### src/rtl/ifu_if.sv
// Instruction-memory fetch bus: one request/grant handshake, response returns later on rvalid.
interface ifu_if;
  logic        imem_req;
  logic [31:0] imem_addr;
  logic        imem_gnt;
  logic        imem_rvalid;
  logic [31:0] imem_rdata;

  modport master (
    output imem_req,
    output imem_addr,
    input  imem_gnt,
    input  imem_rvalid,
    input  imem_rdata
  );

  modport slave (
    input  imem_req,
    input  imem_addr,
    output imem_gnt,
    output imem_rvalid,
    output imem_rdata
  );
endinterface

### src/rtl/ifu.sv
// Instruction fetch unit: single outstanding fetch, registered inst output, redirect/halt/fault control.
// Latency: REQ -> WAIT -> HOLD per word; inst is held in HOLD until inst_ready, no new request meanwhile.
module ifu #(
  parameter logic [31:0] RESET_PC = 32'h8000_0000
) (
  input  logic        clock,
  input  logic        reset,
  ifu_if.master       imem,
  output logic [31:0] inst,
  output logic [31:0] inst_pc,
  output logic        inst_valid,
  input  logic        inst_ready,
  input  logic        redirect,
  input  logic [31:0] redirect_pc,
  input  logic        halt,
  output logic        fault
);

  localparam logic [2:0] IDLE = 3'd0;
  localparam logic [2:0] REQ  = 3'd1;
  localparam logic [2:0] WAIT = 3'd2;
  localparam logic [2:0] HOLD = 3'd3;
  localparam logic [2:0] STOP = 3'd4;

  logic [2:0]  state;
  logic [31:0] fetch_pc;
  logic        drop;
  logic        halted;
  logic        redir_bad;

  assign redir_bad      = redirect && (redirect_pc[1:0] != 2'b00);
  assign imem.imem_req  = (state == REQ);
  assign imem.imem_addr = fetch_pc;

  always_ff @(posedge clock or posedge reset) begin
    if (reset) begin
      state      <= IDLE;
      fetch_pc   <= RESET_PC;
      inst       <= '0;
      inst_pc    <= '0;
      inst_valid <= 1'b0;
      drop       <= 1'b0;
      halted     <= 1'b0;
      fault      <= 1'b0;
    end else begin
      if (halt) halted <= 1'b1;
      case (state)
        IDLE: begin
          if (halt) begin
            state <= STOP;
          end else if (redir_bad) begin
            fault <= 1'b1;
            state <= STOP;
          end else begin
            if (redirect) fetch_pc <= redirect_pc;
            state <= REQ;
          end
        end
        REQ: begin
          // a granted request must still be drained even when halting
          if (halt) begin
            state <= imem.imem_gnt ? WAIT : STOP;
          end else if (redir_bad) begin
            fault <= 1'b1;
            state <= STOP;
          end else begin
            if (redirect) fetch_pc <= redirect_pc;
            if (imem.imem_gnt) begin
              drop  <= redirect;
              state <= WAIT;
            end
          end
        end
        WAIT: begin
          if (halt || halted) begin
            if (imem.imem_rvalid) state <= STOP;
          end else if (redir_bad) begin
            fault <= 1'b1;
            drop  <= 1'b0;
            state <= STOP;
          end else if (redirect) begin
            fetch_pc <= redirect_pc;
            drop     <= !imem.imem_rvalid;
            if (imem.imem_rvalid) state <= REQ;
          end else if (imem.imem_rvalid) begin
            drop <= 1'b0;
            if (drop) begin
              state <= REQ;
            end else begin
              inst       <= imem.imem_rdata;
              inst_pc    <= fetch_pc;
              inst_valid <= 1'b1;
              state      <= HOLD;
            end
          end
        end
        HOLD: begin
          if (halt) begin
            inst_valid <= 1'b0;
            state      <= STOP;
          end else if (redir_bad) begin
            inst_valid <= 1'b0;
            fault      <= 1'b1;
            state      <= STOP;
          end else if (redirect) begin
            inst_valid <= 1'b0;
            fetch_pc   <= redirect_pc;
            state      <= REQ;
          end else if (inst_ready) begin
            inst_valid <= 1'b0;
            fetch_pc   <= fetch_pc + 32'd4;
            state      <= REQ;
          end
        end
        default: state <= STOP;
      endcase
    end
  end

endmodule

### src/flat_wrapper.sv
// flat-port wrapper written by rule: the top's interface ports become plain ports
module ifu_flat 
#(
  parameter logic [31:0] RESET_PC = 32'h8000_0000
)
  (clock, reset, inst, inst_pc, inst_valid, inst_ready, redirect, redirect_pc, halt, fault, imem_imem_req, imem_imem_addr, imem_imem_gnt, imem_imem_rvalid, imem_imem_rdata);
  ifu_if imem_i ();
  input  logic clock;
  input  logic reset;
  output logic [31:0] inst;
  output logic [31:0] inst_pc;
  output logic inst_valid;
  input  logic inst_ready;
  input  logic redirect;
  input  logic [31:0] redirect_pc;
  input  logic halt;
  output logic fault;
  output wire logic [$bits(imem_i.imem_req)-1:0] imem_imem_req;
  output wire logic [$bits(imem_i.imem_addr)-1:0] imem_imem_addr;
  input wire logic [$bits(imem_i.imem_gnt)-1:0] imem_imem_gnt;
  input wire logic [$bits(imem_i.imem_rvalid)-1:0] imem_imem_rvalid;
  input wire logic [$bits(imem_i.imem_rdata)-1:0] imem_imem_rdata;
  assign imem_imem_req = imem_i.imem_req;
  assign imem_imem_addr = imem_i.imem_addr;
  assign imem_i.imem_gnt = imem_imem_gnt;
  assign imem_i.imem_rvalid = imem_imem_rvalid;
  assign imem_i.imem_rdata = imem_imem_rdata;
  ifu #(.RESET_PC(RESET_PC)) u_core (.clock(clock), .reset(reset), .imem(imem_i), .inst(inst), .inst_pc(inst_pc), .inst_valid(inst_valid), .inst_ready(inst_ready), .redirect(redirect), .redirect_pc(redirect_pc), .halt(halt), .fault(fault));
endmodule
### config.mk
export PLATFORM = sky130hd
export DESIGN_NAME = ifu_flat
export DESIGN_NICKNAME = d
export VERILOG_FILES = /design/src/rtl/ifu_if.sv /design/src/rtl/ifu.sv /design/src/flat_wrapper.sv
export SDC_FILE = /design/constraint.sdc
export NUM_CORES = 1
export LEC_CHECK = 0
export CORE_MARGIN = 5
export CORE_UTILIZATION = 46
export DETAILED_ROUTE_END_ITERATION = 7
export GPL_ROUTABILITY_DRIVEN = 0
export GPL_TIMING_DRIVEN = 0
export PLACE_DENSITY = 0.88
export REMOVE_ABC_BUFFERS = 1
export SKIP_CTS_REPAIR_TIMING = 1
export SLEW_MARGIN = 25
export SYNTH_ARGS = -nofsm -noshare
export SYNTH_HDL_FRONTEND = slang
export SYNTH_SLANG_ARGS = --single-unit
### constraint.sdc
create_clock -name clock -period 4.6 [get_ports clock]
set_input_delay 0.92 -clock clock [delete_from_list [all_inputs] [get_ports clock]]
set_output_delay 0.92 -clock clock [all_outputs]
set_load 0.005 [all_outputs]
# After elaboration in Yosys (flattened, before gate mapping)
# Cells that the tools add are included.
[totals]
output_inout_bits = 99
register_bits = 103
inputBits = 71
[classes]
n_reduce_logical = 17
bitwise = 4
n_mux = 49
eq_ne = 21
n_addsub = 1
[op_table]
columns = ["operator", "n"]
rows = [
  ["2-to-1 mux 32 bit", 8],
  ["one-hot mux 32 bit (3 select lines)", 1],
  ["2-to-1 mux 3 bit", 16],
  ["adder 32 x 3 -> 32 bit (second input constant)", 1],
  ["inequality test 2 bit (second input constant)", 11],
  ["2-to-1 mux 1 bit", 19],
  ["AND reduction 6 bit", 3],
  ["one-hot mux 3 bit (4 select lines)", 1],
  ["nonzero test 2 bit", 4],
  ["AND reduction 7 bit", 1],
  ["equality test 3 x 2 -> 1 bit (second input constant)", 2],
  ["inequality test 3 bit (second input constant)", 2],
  ["one-hot mux 1 bit (2 select lines)", 3],
  ["inequality test 5 x 4 -> 1 bit (second input constant)", 1],
  ["inequality test 4 x 2 -> 1 bit (second input constant)", 1],
  ["inequality test 4 x 3 -> 1 bit (second input constant)", 1],
  ["NOT 1 bit", 4],
  ["AND reduction 4 bit", 1],
  ["equality test 3 x 1 -> 1 bit (second input constant)", 1],
  ["logical NOT 3 bit", 1],
  ["inequality test 3 x 2 -> 1 bit (second input constant)", 1],
  ["AND reduction 3 bit", 1],
  ["nonzero test 3 bit", 1],
  ["OR reduction 3 bit", 1],
  ["6 further kinds", 6],
]

# Logic depth before layout (Yosys ltp)
[logic_depth]
ltp_word = 6
mapped_depth = 8

# Worst setup path before layout
# OpenSTA, ideal clock, no wires.
[synth_timing]
path_kind = "input -> register"
from = "input port halt"
to = "register u_core.inst[10]"
n_path_buf = 2
setup_slack_ns = 2.437
path_stages = 7
required_ns = 4.472
arrival_ns = 2.036
path_cell_list = "nor2_1 -> inv_2 -> nor3_2 -> nand3_2 -> buf_6 -> buf_2 -> mux2_1"
[synth_between]
elab_chain_len = 3
[synth_lines]
columns = ["item", "line_no", "rtl"]
rows = [
  ["start: declaration", "flat_wrapper.sv:16", "input logic halt;"],
  ["logical OR 1 bit", "ifu.sv:75", "if (halt || halted) begin"],
  ["NOT 1 bit (no line)", "--", ""],
  ["AND reduction 6 bit (no line)", "--", ""],
  ["end signal: assignment", "ifu.sv:90", "inst <= imem.imem_rdata;"],
  ["end: declaration", "ifu.sv:9", "output logic [31:0] inst,"],
]
# Every way passes these cells.
# A chain may end at the register's enable or synchronous reset.

# Final worst setup path
[layout_timing]
from = "input port redirect"
to = "register u_core.fetch_pc[19] (netlist: u_core.imem.imem_addr[19])"
[layout_between]
elab_chain_len = 4
[layout_lines]
columns = ["item", "line_no", "rtl"]
rows = [
  ["start: declaration", "flat_wrapper.sv:14", "input logic redirect;"],
  ["2-to-1 mux 32 bit, or another cell as far along", "ifu.sv:105", "end else if (redirect) begin"],
  ["2-to-1 mux 32 bit, on equally long branches (2 in series)", "--", ""],
  ["one-hot mux 32 bit (3 select lines)", "ifu.sv:47", "case (state)"],
  ["end signal: assignment", "ifu.sv:55", "if (redirect) fetch_pc <= redirect_pc;"],
  ["end signal: assignment", "ifu.sv:107", "fetch_pc <= redirect_pc;"],
  ["end signal: assignment", "ifu.sv:111", "fetch_pc <= fetch_pc + 32'd4;"],
  ["end: declaration", "ifu.sv:26", "logic [31:0] fetch_pc;"],
]
# Several ways; a longest one is shown, not always the timed one. The select of a mux whose other input is x is not followed.

==> results summary <==
The register-to-register path setup slack came out at roughly 2.1 ns. The final critical delay including setup and external delays is between 3 and 4 ns. The final cycle utilization of the critical path is 66.70%.

In the routed design, unresolved DRC markers number 0. The floorplan die height is between 100 and 150 µm. CTS saw a little over 100 sinks. met2 is the most crowded layer. The mean area per synthesized cell came out at ~12 µm². The remaining antenna violation count came out at 0. Grouping stages by cell kind, the critical path spends the most delay in simple AND/OR/NAND/NOR gates. The total non-filler cell area in the finished layout is ~0.007 mm². The flow ran to the end, and the final reports show no timing, DRC or antenna violations. The latest clock arrival within the worst-skew pair came out at between 0.3 and 0.4 ns. The combinational group share of total power is between 8 and 9%. The placed cell count is approximately 710. The clock share of power is 34.7%. In the post-synthesis netlist, the biggest area contributors are sky130_fd_sc_hd__dfrtp_1, sky130_fd_sc_hd__mux2_2, sky130_fd_sc_hd__mux2_1.

The startpoint-to-endpoint class of the critical path is input port to flip-flop. The path class of the lowest-slack min-delay path is flip-flop to flip-flop. The sequential share of power is between 50% and 60%. The number of port buffers is about 170. The number of distinct standard cells referenced by the synthesized netlist is between 60 and 70. The global routing usage on met3 came out at about 4.9%. The pre-antenna-repair detailed-routing pass consisted of 5 iterations.

The number of clock buffers added by TritonCTS is 9. The die is around 110 µm wide. The average vias per placed instance is between 5 and 6. The initial antenna violation count came to 0. For hold timing, the worst endpoint is u_core.fault.

The vias after detailed routing is around 4200. The total I/O pin count is 170. The site row count is 37. By instance count, the leading cell after synthesis is sky130_fd_sc_hd__dfrtp_1. The via count of the first global-routing pass came to between 4000 and 5000.

Summing all placed instances gives a cell area of between 0.006 and 0.007 mm². Counting instances, the worst hold path has a depth of 1. The total count of hold-check failures in the final report was 0. The layout filler cell count is a little over 800.

The final global-route overflow total came out at 0. The number of synthesized register bits is ~100. The achievable clock frequency is ~330 MHz. The internal portion of the total power is 0.001283 W. The top cell type by total area after synthesis is sky130_fd_sc_hd__dfrtp_1. In this run the tightest slew margin relative to its limit is 35.81%. For the worst flop-to-flop path, the logic depth is 5. The met2 routing resource usage after global routing came out at a little over a third.

The fraction of synthesis flops using an asynchronous set or reset pin came out at 100.0%. In this run, the number of DRC markers left after iteration 0 of detailed routing was around 250. The startpoint identified for the worst register-to-register timing path is u_core.state[0]. After technology mapping, the gate count stands at 430. The area growth from synthesis to layout is 40.46%. The number of nets in the layout is 660. The biggest fanout along the worst timing path came out at 32. In this design, the stage delay of the slowest critical-path cell is 0.57 ns.

The finished layout holds approximately 730 standard cells, fillers aside. The final wirelength is between 10 and 15 mm. Tracing the worst setup path back leads to its startpoint at redirect. The fraction of final layout cells sized beyond drive strength 1 is between 15 and 20%. The final hold slack is 0.4754 ns. The worst setup path is launched from an input port. The slowest stage of the critical path is the sky130_fd_sc_hd__and4bb_2 cell.

The synthesized netlist occupies a cell area of around 0.0050 mm². The synthesis warning total is 0. For the worst setup path, the data arrival time is roughly 3.3 ns. The switching component of the power is about 0.00037 W. Entering global routing, the biggest net connects 54 pins.

The peak supply drop came out at between 0.15 and 0.2 mV. The commonest cells after synthesis are sky130_fd_sc_hd__dfrtp_1, sky130_fd_sc_hd__mux2_2, sky130_fd_sc_hd__a21oi_1, sky130_fd_sc_hd__nor2_1, sky130_fd_sc_hd__nand2_1. The area share of the largest cell type after synthesis is 51.53%.

Setup repair after global routing left no endpoint under its margin. The endpoint required time on the critical path is between 4 and 5 ns. The logic depth of the worst setup path including buffers came out at 6. TritonCTS built the clock tree. In this run the deepest clock path goes through 2 buffers. The startpoint of the tightest hold check path is u_core.fault.

The tree is rooted in a sky130_fd_sc_hd__clkbuf_8. The number of antenna diodes came out at 0. The setup violation total in the final timing report came out at 0. The global-route wire length before repair is 22.51 mm. The maximum level of the CTS H-tree is 3. The worst setup path is captured at a flip-flop. Detailed placement finished with a half-perimeter wire length of 9.791 mm. The total power density per cell area is around 240 mW/mm². The core region is 0.01042 mm². The setup total negative slack is 0 ns.

The detailed-route wire length per cell is ~19 µm. Walking the worst path, the cells encountered are clkdlybuf4s50_1 -> and4bb_2 -> a22oi_2 -> nand2b_2 -> or3_1 -> o211a_1. Among all flip-flop cells after synthesis, the most frequent one is sky130_fd_sc_hd__dfrtp_1.

The number of buffers and inverters on the critical path is 1. Yosys mapped a number of flops with a built-in enable equal to 0. For this design the static power due to leakage is between 3 and 4 nW.

The number of max-cap violations came out at 0. The final clock skew came out at about 0.015 ns. The fraction of power spent switching nets came out at roughly 22%. The effective utilization at floorplan is 47.56%.

The max-slew violation total from the final report was 0. The pin slew with the least headroom to its limit is 0.9628 ns. The share of synthesized area occupied by flip-flops and latches is between 50% and 60%. For this run, the total global-route usage over all layers was measured as 21.49%. Clock-pin slew was measured on the worst setup and hold paths at about 0.10 ns.

The fraction of met1 tracks used by global routing came out at between 20 and 30%. The worst register-to-register path ends at u_core.imem.imem_addr[19]. The total die area is between 0.01 and 0.015 mm².
[power by group through the flow]
stage               sequential (W)  clock, W  combinational [W]
finish                    0.000940  0.000574           0.000141
global route              0.000942  0.000626           0.000154
CTS                       0.000939  0.000591           0.000143
detailed placement        0.000957         0           0.000142
global placement          0.000955         0           0.000134
floorplan                 0.000952         0          0.0000386
[registers in the layout, summed over array words and instances (netlist names)]
| signal | flops |
|---|---|
| u_core.fault | 1 |
| u_core.imem.imem_addr | 32 |
| u_core.state | 3 |
| u_core.inst_valid | 1 |
| u_core.inst | 32 |
| u_core.inst_pc | 32 |
| u_core.drop | 1 |
| u_core.halted | 1 |
[kinds of logic after synthesis]
family | synth area share [%]
AOI/OAI and AO/OA | 15.05
xor gates and xnor gates | 0.1768
adders and majority gates | 0.2525
buffers and inverters | 3.991
DFF | 52.06
muxes | 14.47
and+or+nand+nor | 13.99
[layout make-up]
type	instances	area [µm²]	area share (%)
flip-flops and latches	103	2579	37.06
multi-input cells	289	2192	31.51
repair buffers	172	1767	25.39
well taps	136	170.2	2.446
clock buffers	11	151.4	2.176
inverters	13	53.80	0.7732
clock inverters	4	45.04	0.6474
[how the worst max path moves through the flow]
stage | slack, ns | endpoint
after CTS | 1.57 | u_core.imem.imem_addr[19]
after global placement | -0.50 | u_core.inst_pc[15]
after floorplan | 0.98 | u_core.drop
after detailed placement | 1.18 | u_core.imem.imem_addr[19]
final | 1.53 | u_core.imem.imem_addr[19]
after global routing | 1.37 | u_core.imem.imem_addr[21]
[routing by layer]
metal | part of all wire (%) | vias up
li1 | - | 1911
met1 | 40 | 2036
met2 | 50 | 194
met3 | 8.0 | 18
met4 | 1.4 | 0
met5 | 0 | -
[placed cells by master, fill, tap and decap left out, types with 3 or more instances in the layout]
master	Yosys	final
sky130_fd_sc_hd__a2bb2oi_1	12	12
sky130_fd_sc_hd__a31oi_1	3	3
sky130_fd_sc_hd__nand3_1	15	15
sky130_fd_sc_hd__or3_1	3	3
sky130_fd_sc_hd__inv_1	12	11
sky130_fd_sc_hd__mux2_1	13	13
sky130_fd_sc_hd__a21oi_1	29	29
sky130_fd_sc_hd__o22ai_1	15	15
sky130_fd_sc_hd__nor3_1	7	7
sky130_fd_sc_hd__clkdlybuf4s50_1	0	169
sky130_fd_sc_hd__clkinv_2	0	3
sky130_fd_sc_hd__nand2_1	24	24
sky130_fd_sc_hd__dfrtp_1	102	102
sky130_fd_sc_hd__a41o_1	3	3
sky130_fd_sc_hd__o21ai_0	20	20
sky130_fd_sc_hd__mux2i_1	3	3
sky130_fd_sc_hd__clkbuf_8	0	11
sky130_fd_sc_hd__nand4_1	5	5
sky130_fd_sc_hd__or2_2	3	3
sky130_fd_sc_hd__nor2_1	26	26
sky130_fd_sc_hd__a211oi_1	3	3
sky130_fd_sc_hd__mux2_2	48	48
sky130_fd_sc_hd__a311oi_1	3	3
sky130_fd_sc_hd__and3_1	4	4
sky130_fd_sc_hd__nor4_4	3	3
[per-stage QoR]
step / utilization, % / setup WS [ns] / power (W)
CTS: 66.80 / 1.567 / 0.001674
floorplan: - / 0.9778 / 0.0009909
finish: 66.80 / 1.532 / 0.001654
detailed placement: 64.91 / 1.179 / 0.001099
global placement: 64.00 / -0.4977 / 0.001090
global route: 66.80 / 1.366 / 0.001722
Power figures use the tool's default switching activity.
